<file path="config.mk">
export PLATFORM = sky130hd
export DESIGN_NAME = seg_scan_driver
export DESIGN_NICKNAME = d
export VERILOG_FILES = /design/src/rtl/seg_pkg.sv /design/src/rtl/seg7_decoder.sv /design/src/rtl/seg_scan_driver.sv
export SDC_FILE = /design/constraint.sdc
export NUM_CORES = 1
export LEC_CHECK = 0
export CORE_UTILIZATION = 30
export DETAILED_ROUTE_END_ITERATION = 12
export DONT_BUFFER_PORTS = 1
export PLACE_DENSITY = 0.45
export SYNTH_ARGS = -nofsm -noshare
export SYNTH_HDL_FRONTEND = slang
export SYNTH_SLANG_ARGS = --single-unit
</file>
<file path="constraint.sdc">
create_clock -name clk -period 5.3 [get_ports clk]
set_input_delay 1.325 -clock clk [delete_from_list [all_inputs] [get_ports clk]]
set_output_delay 1.325 -clock clk [all_outputs]
set_load 0.1 [all_outputs]
</file>
<file path="src/rtl/seg_pkg.sv">
// Shared constants for the 4-digit multiplexed seven-segment scanner:
// segment codes (active-low, {g,f,e,d,c,b,a}), anode patterns (active-low),
// scan slot encoding and the default refresh divider.
package seg_pkg;

    // 50 MHz / 50000 = 1 kHz digit slot rate
    localparam int REFRESH_DIV_DEFAULT = 50000;

    // Active-low segment codes, bit order {g,f,e,d,c,b,a}
    localparam logic [6:0] SEG_0     = 7'b1000000;
    localparam logic [6:0] SEG_1     = 7'b1111001;
    localparam logic [6:0] SEG_2     = 7'b0100100;
    localparam logic [6:0] SEG_3     = 7'b0110000;
    localparam logic [6:0] SEG_4     = 7'b0011001;
    localparam logic [6:0] SEG_5     = 7'b0010010;
    localparam logic [6:0] SEG_6     = 7'b0000010;
    localparam logic [6:0] SEG_7     = 7'b1111000;
    localparam logic [6:0] SEG_8     = 7'b0000000;
    localparam logic [6:0] SEG_9     = 7'b0010000;
    localparam logic [6:0] SEG_BLANK = 7'b1111111;

    // Digit code that the decoder always renders as blank
    localparam logic [3:0] DIGIT_BLANK = 4'hF;

    // Active-low anode patterns
    localparam logic [3:0] AN_OFF   = 4'b1111;
    localparam logic [3:0] AN_SLOT0 = 4'b1110;
    localparam logic [3:0] AN_SLOT1 = 4'b1101;
    localparam logic [3:0] AN_SLOT2 = 4'b1011;
    localparam logic [3:0] AN_SLOT3 = 4'b0111;

    // Scan slots, in scan order
    typedef enum logic [1:0] {
        SLOT_VAL_ONES  = 2'd0,
        SLOT_VAL_TENS  = 2'd1,
        SLOT_WRAP_ONES = 2'd2,
        SLOT_WRAP_TENS = 2'd3
    } slot_e;

    function automatic logic [3:0] anode_for(input slot_e slot);
        logic [3:0] pattern;
        case (slot)
            SLOT_VAL_ONES:  pattern = AN_SLOT0;
            SLOT_VAL_TENS:  pattern = AN_SLOT1;
            SLOT_WRAP_ONES: pattern = AN_SLOT2;
            SLOT_WRAP_TENS: pattern = AN_SLOT3;
            default:        pattern = AN_OFF;
        endcase
        return pattern;
    endfunction

endpackage

</file>
<file path="src/rtl/seg7_decoder.sv">
// Combinational digit-to-segment decoder. Digits 0..9 map to their glyphs;
// anything else (including DIGIT_BLANK) produces an all-off code.
module seg7_decoder
    import seg_pkg::*;
(
    input  logic [3:0] i_digit,
    output logic [6:0] o_seg
);

    // Table lookup with blank as the fallback for out-of-range digits
    always_comb begin
        o_seg = SEG_BLANK;
        case (i_digit)
            4'd0:    o_seg = SEG_0;
            4'd1:    o_seg = SEG_1;
            4'd2:    o_seg = SEG_2;
            4'd3:    o_seg = SEG_3;
            4'd4:    o_seg = SEG_4;
            4'd5:    o_seg = SEG_5;
            4'd6:    o_seg = SEG_6;
            4'd7:    o_seg = SEG_7;
            4'd8:    o_seg = SEG_8;
            4'd9:    o_seg = SEG_9;
            default: o_seg = SEG_BLANK;
        endcase
    end

endmodule

</file>
<file path="src/rtl/seg_scan_driver.sv">
// Four-digit multiplexed seven-segment driver.
// Digits 0/1 show the upstream value in decimal (tens blanked when zero),
// digits 2/3 show a 2-digit BCD count of finish rising edges.
// All four digits of a frame come from one snapshot taken on the 3->0 tick.
//
// slot | meaning
// 0    | value ones,  an=1110
// 1    | value tens,  an=1101 (blank when 0)
// 2    | wrap ones,   an=1011, decimal point lit as separator
// 3    | wrap tens,   an=0111
module seg_scan_driver
    import seg_pkg::*;
#(
    parameter int REFRESH_DIV = REFRESH_DIV_DEFAULT
) (
    input  logic       clk,
    input  logic       reset,
    input  logic [3:0] value,
    input  logic       finish,
    output logic [3:0] an,
    output logic [6:0] seg,
    output logic       dp
);

    localparam int               PW         = (REFRESH_DIV > 2) ? $clog2(REFRESH_DIV) : 1;
    localparam logic [PW-1:0]    PRESC_LAST = PW'(REFRESH_DIV - 1);

    logic [PW-1:0] r_presc;
    slot_e         r_slot;
    logic          r_fin_d;
    logic [3:0]    r_wc_ones;
    logic [3:0]    r_wc_tens;
    logic [3:0]    r_snap_val;
    logic [3:0]    r_snap_wc_ones;
    logic [3:0]    r_snap_wc_tens;
    logic [3:0]    r_an;
    logic [6:0]    r_seg;
    logic          r_dp;

    logic          w_tick;
    slot_e         w_slot_next;
    logic          w_frame_start;
    logic          w_fin_rise;
    logic [3:0]    w_src_val;
    logic [3:0]    w_src_wc_ones;
    logic [3:0]    w_src_wc_tens;
    logic          w_val_tens;
    logic [3:0]    w_val_ones;
    logic [3:0]    w_digit;
    logic [6:0]    w_seg_code;

    assign w_tick        = (r_presc == PRESC_LAST);
    assign w_slot_next   = slot_e'(r_slot + 2'd1);
    assign w_frame_start = w_tick && (r_slot == SLOT_WRAP_TENS);
    assign w_fin_rise    = finish && !r_fin_d;

    // On the frame-start tick the snapshot is being loaded this same edge, so
    // the slot-0 digit must come from the live inputs rather than the old copy.
    // The live wrap count excludes a finish edge in this cycle, which therefore
    // lands in the next frame.
    assign w_src_val     = w_frame_start ? value     : r_snap_val;
    assign w_src_wc_ones = w_frame_start ? r_wc_ones : r_snap_wc_ones;
    assign w_src_wc_tens = w_frame_start ? r_wc_tens : r_snap_wc_tens;

    // Binary 0..15 to decimal: tens is 0 or 1
    assign w_val_tens = (w_src_val >= 4'd10);
    assign w_val_ones = w_val_tens ? (w_src_val - 4'd10) : w_src_val;

    // Pick the digit for the slot about to be driven
    always_comb begin
        w_digit = DIGIT_BLANK;
        case (w_slot_next)
            SLOT_VAL_ONES:  w_digit = w_val_ones;
            SLOT_VAL_TENS:  w_digit = w_val_tens ? 4'd1 : DIGIT_BLANK;
            SLOT_WRAP_ONES: w_digit = w_src_wc_ones;
            SLOT_WRAP_TENS: w_digit = w_src_wc_tens;
            default:        w_digit = DIGIT_BLANK;
        endcase
    end

    seg7_decoder u_seg7_decoder (
        .i_digit (w_digit),
        .o_seg   (w_seg_code)
    );

    // Slot-rate prescaler, 0..REFRESH_DIV-1
    always_ff @(posedge clk or posedge reset) begin
        if (reset) begin
            r_presc <= '0;
        end else if (w_tick) begin
            r_presc <= '0;
        end else begin
            r_presc <= r_presc + 1'b1;
        end
    end

    // Scan slot sequencer with registered digit outputs
    always_ff @(posedge clk or posedge reset) begin
        if (reset) begin
            r_slot <= SLOT_VAL_ONES;
            r_an   <= AN_OFF;
            r_seg  <= SEG_BLANK;
            r_dp   <= 1'b1;
        end else if (w_tick) begin
            r_slot <= w_slot_next;
            r_an   <= anode_for(w_slot_next);
            r_seg  <= w_seg_code;
            r_dp   <= (w_slot_next != SLOT_WRAP_ONES);
        end
    end

    // Finish edge detect and 2-digit BCD wrap counter, 00..99 rolling over
    always_ff @(posedge clk or posedge reset) begin
        if (reset) begin
            r_fin_d   <= 1'b0;
            r_wc_ones <= 4'd0;
            r_wc_tens <= 4'd0;
        end else begin
            r_fin_d <= finish;
            if (w_fin_rise) begin
                if (r_wc_ones == 4'd9) begin
                    r_wc_ones <= 4'd0;
                    r_wc_tens <= (r_wc_tens == 4'd9) ? 4'd0 : (r_wc_tens + 4'd1);
                end else begin
                    r_wc_ones <= r_wc_ones + 4'd1;
                end
            end
        end
    end

    // Frame snapshot taken on the 3->0 tick
    always_ff @(posedge clk or posedge reset) begin
        if (reset) begin
            r_snap_val     <= 4'd0;
            r_snap_wc_ones <= 4'd0;
            r_snap_wc_tens <= 4'd0;
        end else if (w_frame_start) begin
            r_snap_val     <= value;
            r_snap_wc_ones <= r_wc_ones;
            r_snap_wc_tens <= r_wc_tens;
        end
    end

    assign an  = r_an;
    assign seg = r_seg;
    assign dp  = r_dp;

endmodule

</file>
==> results by group, run 1 <==
Global route
  • Met2 global-route usage: 18.74%
  • Vias in the first global route: 1845
  • Met1 Track Usage GR: 17.10%
  • Initial antenna violation count: 0
  • All-Layer GR Usage: 12.35%
  • Global-route met3 utilization: 2.734%
  • Gr ovfl total: 0
  • First-pass GRT wire length: 9294 um
  • Largest net degree at the start of global routing: 52
  • Busiest grt layer: met2

Worst hold path
  • Hold crit path type: register to register
  • Worst hold start: r_presc[0]
  • Worst hold endpoint: r_presc[0]
  • Hold Path Stages: 1

Worst setup path
  • Critical Path RT: 5.56 ns
  • Worst setup EP type: register
  • CP Max Fanout: 19
  • Reg-to-Reg Start: r_presc[11]
  • Reg-to-reg endpoint: seg[1]
  • Setup CP Type: register to register
  • Slowest stage delay, CP: 0.80 ns
  • Most common cell type on the critical path: nand2_1
  • Crit-path cells: nor4_2, and4_1, mux2_4, a2111o_1, nand2_1, ha_1, a21oi_1, o21ai_1, nand2_1
  • CP arrival: 3.44 ns
  • Reg2reg path depth: 9
  • Reg2reg setup slack: 2.13 ns
  • Worst Setup Start Kind: register
  • CP max-delay cell: and4_1

Timing
  • Slew Limit Fails: 0
  • Setup-failing EPs final: 0
  • Period minus WS final: 3.173 ns
  • Crit share post-route: 59.86%
  • Unrepaired setup endpoints after global routing: no
  • Slew margin rel.: 44.32%
  • Final WS setup: 2.127 ns
  • Fmax: 315.2 MHz
  • Worst-Margin Slew: 0.8351 ns
  • TNS Setup: 0 ns
  • Endpoints failing hold: 0
  • Clock skew: 0.008403 ns

Placement
  • Dpl hpwl: 3736 um
  • Pre-CTS setup slack: 2.120 ns
  • Routability cong.: 0.7612
  • Inst Count DP: 362
  • IO buf count: 0

Logic synthesis
  • Synthesized cell area: 2716 um^2
  • Synth Net Count: 280
  • Yosys cell types: 46
  • Post-synth EDFFs: 0
  • Avg Inst Size Synth: 10.41 um^2
  • Synth async-reset ratio: 100.0%
  • Synth Flop Type: dfrtp_1
  • Register area share after synthesis: 47.54%
  • Cells after Synth: 261
  • FF+latch count, synth: 51
  • Warnings, synthesis: 0

CTS
  • CTS Buffer Depth: 2
  • Number of CTS-inserted buffers: 5
  • Post_cts resized: 0
  • Total clock sinks: 51
  • Root Buffer: clkbuf_8
  • Post-CTS Setup Inserts: 0
  • Skew-Pair Late Insertion Delay: 0.31 ns
  • Clock H-tree levels: 2
  • Clock Pin Slew Worst Setup and Hold Paths: 0.10 ns
  • Hold Buf Count CTS: 0
  • CTS tree: yes

Routing
  • # DRC: 0
  • DR vias/cell: 4.870
  • Post-route ant nets: 0
  • WL final: 5361 um
  • Routed vias: 1802
  • Initial DRC count: 45
  • WL/cell: 14.49 um
  • DR pass1 iterations: 4

Floorplan
  • Core Area: 8763 um^2
  • Die Wd: 97.16 um
  • Die area: 9439 um^2
  • Initial Utilization: 31.00%
  • Total I/O pin count: 19
  • Chip Height: 97.16 um
  • Site Rows: 34

Layout
  • Nets@finish: 280
  • Commonest cells after routing, fill and taps aside: dfrtp_1, nand2_1, o21ai_0, nor2_1
  • Diode count: 0
  • Fillers: 899
  • Most common cell after layout, fill and taps aside: dfrtp_1
  • Fraction of layout cells with a size suffix above 1: 14.50%
  • Finished Core Util: 33.64%
  • Fin cells: 370
  • P&R area growth vs syn: 8.522%

Pwr
  • PD cells: 267.6 nW/um^2
  • Power consumption: 788.9 uW
  • VDD IR-drop max: 0.1744 mV
  • Leak pwr: 0.001286 uW

Run
  • Maxcap violations: 0

Run status
  • Run status: finished, final reports clean
==> where the power goes <==
group	internal (uW)	total, uW	switching, uW
Sequential	412	450	37.9
Combinational	25.0	49.8	24.7
Clock	151	289	139
==> worst max-delay path: cells and delay by family, from the launching register on <==
kind / cells / cell delay [ns]
and+or+nand+nor: 4 / 1.35
AOI/OAI and AO/OA: 3 / 0.72
DFF: 1 / 0.45
muxes: 1 / 0.36
adders and majority gates: 1 / 0.26
==> stage by stage <==
stage | cell area [um^2] | hold slack [ns]
floorplan | 2716 | 0.4549
global placement | 2821 | 0.4770
detailed placement | 2821 | 0.4793
CTS | 2948 | 0.4932
global route | 2948 | 0.5228
finish | 2948 | 0.4958
==> registers in the layout, indices dropped and copies added, names as in the netlist <==
name / flops
r_snap_wc_tens: 4
r_snap_val: 4
r_presc: 16
dp: 1
r_wc_ones: 4
r_fin_d: 1
r_wc_tens: 4
r_slot: 2
r_snap_wc_ones: 4
seg: 7
an: 4
==> how the worst max path moves through the flow <==
stage | start | end | slack [ns] | cells past startpoint
after CTS | r_presc[11] | seg[1] | 2.10 | 9
after detailed placement | r_presc[11] | seg[1] | 2.12 | 9
after global placement | r_presc[11] | seg[1] | 2.14 | 9
after global routing | r_presc[11] | seg[1] | 1.86 | 9
after floorplan | value[1] | seg[0] | 2.63 | 6
final | r_presc[11] | seg[1] | 2.13 | 9
==> cells by family (layout without fill, tap and decap cells) <==
group                      after synthesis  count (layout)  synth area share (%)
muxes                                   16              16                 8.061
xor gates and xnor gates                17              17                 5.482
buffers and inverters                   21              22                 3.179
AOI/OAI and AO/OA                       55              55                 12.80
adders and majority gates               12              12                 5.527
and+or+nand+nor                         89              89                 17.41
DFF                                     51              51                 47.54
==> cells in the mapped netlist, drive strengths merged, types with 3 or more instances <==
library cell / count / area [um^2]
clkbuf: 7 / 26.28
inv: 13 / 48.80
o21ai: 27 / 135.1
nand2: 31 / 116.4
xor2: 8 / 70.07
a31oi: 4 / 25.02
ha: 12 / 150.1
nand2b: 8 / 50.05
dfstp: 12 / 315.3
and4: 3 / 26.28
nand4: 4 / 25.02
nand3: 6 / 30.03
and2: 5 / 31.28
mux4: 3 / 71.32
nor2: 14 / 52.55
mux2: 11 / 127.6
xnor2: 9 / 78.83
a21oi: 6 / 30.03
nor3: 4 / 20.02
dfrtp: 39 / 975.9
==> area by class of cell <==
type	instances	area [um^2]	area share (%)
tap	108	135.1	4.584
clock buffer	7	118.9	4.032
clock inverter	1	7.507	0.2547
sequential	51	1291	43.80
inverter	13	48.80	1.655
timing repair buffer	1	7.507	0.2547
multi-input combinational	189	1339	45.42
==> metal layers <==
metal | up-vias | part of all wire, %
met5 | - | 0
met4 | 0 | 1.1
met3 | 4 | 2.2
met2 | 20 | 44
met1 | 864 | 53
li1 | 914 | -
(Power assumes the default switching activity.)
==> run 2: changes to the inputs <==
Clock period 5.3 ns to 3.1 ns, I/O delays scaled along.
==> run 2 against run 1 <==
- clock skew fell by 0.00068 ns
- clock-buffer cell count rose by 1
- hold slack worse by 0.0064 ns
- core utilization fell by 0.36 points
- cell count up 0.54%
- cell area fell by 1.1%
- critical path depth increased by 1
- global-route usage decreased by 0.24 points
- worst setup slack worse by 1.7 ns
- critical path type unchanged
- highest routed layer unchanged
==> results by group, run 2 (synthesized netlist as in run 1, its figures left out) <==
Floorplan
  • Die Wd: 97.16 um
  • Core Area: 8763 um^2
  • Initial Utilization: 31.00%
  • Chip Height: 97.16 um
  • Total I/O pin count: 19
  • Site Rows: 34
  • Die area: 9439 um^2

Layout
  • P&R area growth vs syn: 7.370%
  • Diode count: 0
  • Max reg flops: 16
  • Nets@finish: 282
  • Biggest register: r_presc
  • Commonest cells after routing, fill and taps aside: dfrtp_1, nand2_1, o21ai_0, nor2_1
  • Fillers: 882
  • Fraction of layout cells with a size suffix above 1: 14.02%
  • Most common cell after layout, fill and taps aside: dfrtp_1

Pwr
  • VDD IR-drop max: 0.2317 mV
  • Leak pwr: 0.001274 uW
  • Power consumption: 1219 uW
  • PD cells: 418.0 nW/um^2

Timing
  • Clock skew: 0.007728 ns
  • Worst-Margin Slew: 0.9585 ns
  • Endpoints failing hold: 0
  • Fmax: 371.1 MHz
  • TNS Setup: 0 ns
  • Crit share post-route: 86.93%
  • Unrepaired setup endpoints after global routing: no
  • Setup-failing EPs final: 0
  • Slew Limit Fails: 0
  • Period minus WS final: 2.695 ns
  • Slew margin rel.: 36.00%

CTS
  • Total clock sinks: 51
  • Number of CTS-inserted buffers: 5
  • CTS tree: yes
  • Root Buffer: clkbuf_8
  • Post-CTS Setup Inserts: 0
  • Post_cts resized: 0
  • CTS Buffer Depth: 2
  • Hold Buf Count CTS: 0
  • Clock Pin Slew Worst Setup and Hold Paths: 0.09 ns
  • Skew-Pair Late Insertion Delay: 0.29 ns
  • Clock H-tree levels: 2

Routing
  • DR pass1 iterations: 4
  • Routed vias: 1826
  • DR vias/cell: 4.909
  • Post-route ant nets: 0
  • WL/cell: 14.11 um
  • # DRC: 0
  • WL final: 5248 um
  • Initial DRC count: 99

Global route
  • Gr ovfl total: 0
  • All-Layer GR Usage: 12.11%
  • Global-route met3 utilization: 2.734%
  • Met2 global-route usage: 18.53%
  • Vias in the first global route: 1860
  • Busiest grt layer: met2
  • Largest net degree at the start of global routing: 45
  • Initial antenna violation count: 0
  • Met1 Track Usage GR: 17.26%
  • First-pass GRT wire length: 9218 um

Worst setup path
  • Reg-to-Reg Start: r_presc[11]
  • CP Max Fanout: 18
  • Worst setup EP type: register
  • Worst Setup Start Kind: register
  • Critical Path RT: 3.34 ns
  • Worst Setup SP: r_presc[11]
  • Setup CP Type: register to register
  • Reg2reg path depth: 10
  • CP arrival: 2.94 ns

Placement
  • Dpl hpwl: 3742 um
  • IO buf count: 0
  • Routability cong.: 0.7720

Worst hold path
  • Worst hold start: r_presc[0]
  • Hold Path Stages: 1
  • Hold crit path type: register to register

Run status
  • Run status: finished, final reports clean

Run
  • Maxcap violations: 0
-- run 2: cell count changes in the layout (fill, tap and decap cells not counted) --
cell	before	now
buf_4	1	3
clkbuf_16	2	0
clkbuf_1	0	3
clkinvlp_4	1	0
-- run 2: layout make-up --
class                   count  area [um^2]  share of cell area [%]
flip-flops and latches     51         1291                   44.27
inverters                  13        48.80                   1.673
repair buffers              3        22.52                  0.7722
clock buffers               8        80.08                   2.746
multi-input cells         189         1339                   45.90
well taps                 108        135.1                   4.633
-- run 2: worst paths after layout --
check | endpoint | slack (ns)
max | seg[1] | 0.41
max reg2reg | seg[1] | 0.41
min reg2reg | r_presc[0] | 0.49
min in group asynchronous | r_wc_ones[1] | 0.58
max in group asynchronous | seg[1] | 1.77
min | r_presc[0] | 0.49
-- run 2: per-layer routing --
layer  wire [um]  vias up
li1            -      920
met1        2745      885
met2        2321       19
met3         144        2
met4          36        0
met5           0        -
-- run 2: power by group --
| group | internal, uW | total, uW | switching (uW) |
|---|---|---|---|
| clock network | 161 | 366 | 205 |
| registers | 704 | 766 | 62.0 |
| logic | 42.8 | 86.4 | 43.5 |
| total | 908 | 1220 | 311 |
-- run 2: stage by stage --
step           setup WS, ns  utilization (%)  hold WS [ns]  area, um^2  cells
6_report             0.4051            33.28        0.4894        2917    372
3_5_place_dp         0.3962            32.37        0.4762        2836    364
2_1_floorplan        0.5671                -        0.4549        2716    261
4_1_cts              0.3938            33.28        0.4906        2917    372
3_3_place_gp         0.4489            32.37        0.4720        2836    364
5_1_grt              0.1695            33.28        0.4811        2917    372
-- run 2: critical path, cell delays in order (launching register included) --
cell and delay, ns:
dfrtp_1 0.45, nor4_2 0.34, and4_1 0.29, buf_4 0.27
mux2_2 0.38, or2_1 0.25, nand2_1 0.14, ha_1 0.26
a21oi_1 0.12, o21ai_1 0.08, nand2_1 0.07
